**config.mk**
```make
export PLATFORM = sky130hd
export DESIGN_NAME = piso_serializer
export DESIGN_NICKNAME = d
export VERILOG_FILES = /design/src/rtl/serial_pkg.sv /design/src/rtl/piso_serializer.sv
export SDC_FILE = /design/constraint.sdc
export NUM_CORES = 1
export LEC_CHECK = 0
export ABC_AREA = 1
export BUFFER_PORTS_ARGS = -buffer_cell sky130_fd_sc_hd__buf_2
export CORE_ASPECT_RATIO = 2
export CORE_MARGIN = 2
export CORE_UTILIZATION = 35
export CTS_BUF_LIST = sky130_fd_sc_hd__clkbuf_4
export DETAILED_ROUTE_END_ITERATION = 8
export PLACE_DENSITY_LB_ADDON = 0.08
export SYNTH_ARGS = -nofsm -noshare
export SYNTH_HDL_FRONTEND = slang
export SYNTH_SLANG_ARGS = --single-unit
```
**constraint.sdc**
```tcl
create_clock -name clk -period 1.3 [get_ports clk]
set_clock_uncertainty 0.1 [all_clocks]
set_input_delay 0.26 -clock clk [delete_from_list [all_inputs] [get_ports clk]]
set_output_delay 0.26 -clock clk [all_outputs]
set_load 0.05 [all_outputs]
```
**src/rtl/serial_pkg.sv**
```systemverilog
// Shared definitions for the serial link: default word width and the
// transmitter state encoding.
package serial_pkg;

    localparam int SER_WIDTH = 16;

    typedef enum logic [1:0] {
        ST_IDLE = 2'd0,
        ST_SEND = 2'd1,
        ST_DONE = 2'd2
    } state_t;

endpackage

```
**src/rtl/piso_serializer.sv**
```systemverilog
// Parallel-in, serial-out transmitter: takes a word over valid/ready and
// shifts it out LSB first, one bit per tick, each bit marked by ser_strobe.
module piso_serializer
    import serial_pkg::*;
#(
    parameter int WIDTH = SER_WIDTH,
    localparam int CNT_W = $clog2(WIDTH)
) (
    input  logic             clk,
    input  logic             rst,
    input  logic             in_valid,
    output logic             in_ready,
    input  logic [WIDTH-1:0] din,
    input  logic             tick,
    output logic             ser_bit,
    output logic             ser_strobe,
    output logic             busy,
    output logic             done
);

    localparam logic [CNT_W-1:0] LAST = CNT_W'(WIDTH - 1);

    state_t           state;
    state_t           next_state;
    logic [WIDTH-1:0] shreg;
    logic [CNT_W-1:0] cnt;
    logic             last_tick;

    assign last_tick = tick && (cnt == LAST);
    assign in_ready  = (state == ST_IDLE);
    assign busy      = (state != ST_IDLE);

    always_ff @(posedge clk) begin
        if (rst) begin
            state <= ST_IDLE;
        end else begin
            state <= next_state;
        end
    end

    always_comb begin
        next_state = state;
        case (state)
            ST_IDLE: if (in_valid) next_state = ST_SEND;
            ST_SEND: if (last_tick) next_state = ST_DONE;
            ST_DONE: next_state = ST_IDLE;
            default: next_state = ST_IDLE;
        endcase
    end

    // Strobe and done are single-cycle pulses; ser_bit holds between strobes.
    always_ff @(posedge clk) begin
        if (rst) begin
            shreg      <= '0;
            cnt        <= '0;
            ser_bit    <= 1'b0;
            ser_strobe <= 1'b0;
            done       <= 1'b0;
        end else begin
            ser_strobe <= 1'b0;
            done       <= 1'b0;
            case (state)
                ST_IDLE: begin
                    if (in_valid) begin
                        shreg <= din;
                        cnt   <= '0;
                    end
                end
                ST_SEND: begin
                    if (tick) begin
                        ser_bit    <= shreg[0];
                        ser_strobe <= 1'b1;
                        shreg      <= shreg >> 1;
                        // The counter parks at LAST so it never wraps.
                        if (cnt == LAST) begin
                            done <= 1'b1;
                        end else begin
                            cnt <= cnt + 1'b1;
                        end
                    end
                end
                default: ;
            endcase
        end
    end

endmodule

```
==> results.sh <==
export IMPL_start_util=0.364
export IMPL_maxSlewViolCount=0
export IMPL_die_y_um=85.1
export IMPL_r2r_slack_ns=-0.02
export IMPL_setup_slack_ns=-0.0740
export IMPL_synth_cells=174
export IMPL_layout_nets=234
export IMPL_overflow=0
export IMPL_yosysSeqAreaShare=0.435
export IMPL_drtAntennaViolNets=0
export IMPL_core_rowCount=29
export IMPL_diodes=0
export IMPL_drcViolationCount=0
export IMPL_clk_pin_slew_ns=0.12
export IMPL_multi_input_area_um2=611
export IMPL_power_leakage_nw=0.757
export IMPL_die_area_um2=3790
export IMPL_hold_slack_ns=0.106
export IMPL_grt_pass1_wl_um=4880
export IMPL_hold_start="din[15]"
export IMPL_dp_hpwl_um=1950
export IMPL_clockBufferDepth=2
export IMPL_synth_seq_cells=25
export IMPL_portBuffers=24
export IMPL_syn_cell_area_um2=1150
export IMPL_grt_max_degree=18
export IMPL_antenna_found_initial=0
export IMPL_max_freq_ghz=0.728
export IMPL_cts_root_buf="clkbuf_4"
export IMPL_totalWireLength_um=2680
export IMPL_finalSetupTns_ns=-0.190
export IMPL_cts_tree="built"
export IMPL_grt_util_all_layers=0.168
export IMPL_period_needed_ns=1.37
export IMPL_status="finished, violations left"
export IMPL_final_cell_count_no_fill=243
export IMPL_synth_top_cell_area_share=0.435
export IMPL_violations="negative setup slack"
export IMPL_vdd_drop_max_mv=0.574
export IMPL_worstSetupPathType="flop to primary output"
export IMPL_critPathLaunch="state[0]"
export IMPL_vias=1163
export IMPL_timing_rr_start="state[1]"
export IMPL_pin_count=25
export IMPL_hp_class="input port to flop"
export IMPL_crit_fanout=3
export IMPL_h_tree_depth=1
export IMPL_coreArea_um2=3160
export IMPL_hold_viol_final=0
export IMPL_firstDrtPassIters=5
export IMPL_netlist_top_cells_area="dfxtp_1, nand2_1, nor2_1, o21ai_0, a21oi_1"
export IMPL_power_density_nw_per_um2=1040
export IMPL_final_core_util=0.493
export IMPL_place_gp_congestion=0.780
export IMPL_viasPerCell=4.79
export IMPL_grt_pass1_vias=1193
export IMPL_setup_viol=5
export IMPL_worstSetupStartpointType="flop"
export IMPL_slew_headroom=0.837
export IMPL_cp_required_ns=0.94
export IMPL_synth_top_cell_by_area="dfxtp_1"
export IMPL_synth_avg_cell_area_um2=6.61
export IMPL_cts_hold_buf=0
export IMPL_ys_warn_count=0
export IMPL_clk_latency_ns=0.32
export IMPL_nFillCells=330
export IMPL_synth_distinct_cells=20
export IMPL_area_growth_pct=35.3
export IMPL_die_w_um=44.5
export IMPL_rsz0062_at_grt="yes"
export IMPL_worst_setup_path_end_kind="primary output"
export IMPL_first_iter_violations=13
export IMPL_drive_gt1_frac=0.307
export IMPL_numCtsBuffers=3
export IMPL_placed_cells=235
export IMPL_synth_fp_nets=195
export IMPL_ff_latch_area_um2=510
export IMPL_wl_per_cell_um=11.0
export IMPL_drv_cap=0
export IMPL_cts_sinks=25
export IMPL_period_share=1.06
export IMPL_worst_slew_pin_slew_ns=0.247
export IMPL_cp_arrival_ns=1.01
repair_timing:
action / CTS / global route
resized for setup: 25 / 10
endpoints found under the setup margin: 15 / 26
setup buffers: 3 / 1
pin swaps: 2 / 6
where the power goes:
| group | total, mW | switching (mW) | internal (mW) |
|---|---|---|---|
| logic | 0.402 | 0.220 | 0.182 |
| registers | 0.853 | 0.0304 | 0.822 |
| clock network | 0.360 | 0.219 | 0.141 |
worst paths after layout:
check | end | cells past startpoint
setup reg to reg | cnt[3] | 7
hold reg to reg | shreg[15] | 2
hold / removal | shreg[15] | 3
setup / recovery | busy | 3
metrics by stage:
stage	setup slack (ns)	area [um^2]	total power, mW
global route	-0.129	1560	1.72
CTS	-0.0910	1520	1.62
floorplan	-0.147	1160	1.09
finish	-0.0740	1560	1.61
global placement	-0.0112	1420	1.22
detailed placement	-0.0311	1420	1.23
synth_stat cells:
| library cell | instances |
|---|---|
| a21oi_1 | 7 |
| buf_2 | 3 |
| buf_4 | 2 |
| clkbuf_1 | 1 |
| clkinv_1 | 1 |
| dfxtp_1 | 25 |
| ha_1 | 1 |
| inv_1 | 9 |
| inv_2 | 2 |
| nand2_1 | 57 |
| nand2_2 | 2 |
| nand2_4 | 1 |
| nand3_1 | 7 |
| nand3_2 | 1 |
| nor2_1 | 34 |
| nor2_2 | 1 |
| nor2_4 | 1 |
| nor3_1 | 2 |
| o21ai_0 | 14 |
| o21ai_1 | 3 |
placed cells by master (no fill, tap or decap), drive strengths merged:
cell type | netlist | layout
clkbuf | 1 | 4
inv | 11 | 11
nor3 | 2 | 2
dfxtp | 25 | 25
ha | 1 | 1
nand2 | 60 | 60
nand3 | 8 | 8
a21oi | 7 | 7
clkinv | 1 | 1
buf | 5 | 40
o21ai | 17 | 17
nor2 | 36 | 36
critical path, cell delays in order, from the launching register on:
cell	delay (ns)
dfxtp_4	0.38
nor2_4	0.14
inv_2	0.04
buf_6	0.14
flip-flops by register name, summed over array words and instances, names as in the netlist:
register    count
shreg          16
state           2
done            1
ser_bit         1
ser_strobe      1
cnt             4
logic make-up after synthesis:
| family | count (synthesis) | synth area share |
|---|---|---|
| buf+inv | 18 | 0.0685 |
| simple gates | 106 | 0.381 |
| fa+ha+maj | 1 | 0.0109 |
| compound gates | 24 | 0.104 |
| flops | 25 | 0.435 |
area by class of cell:
cell class              instances  share of cell area
multi-input cells             131               0.393
flip-flops and latches         25               0.328
repair buffers                 40               0.201
inverters                      12              0.0338
well taps                      31              0.0249
clock buffers                   4              0.0193
metal layers:
metal	wire length, um	up-vias	share of wire	track usage
li1	-	618	-	-
met1	1060	513	0.40	0.175
met2	1460	22	0.55	0.308
met3	67	10	0.025	0.0149
met4	89	0	0.033	0.0909
met5	0	-	0	0
Power figures use the tool's default switching activity.
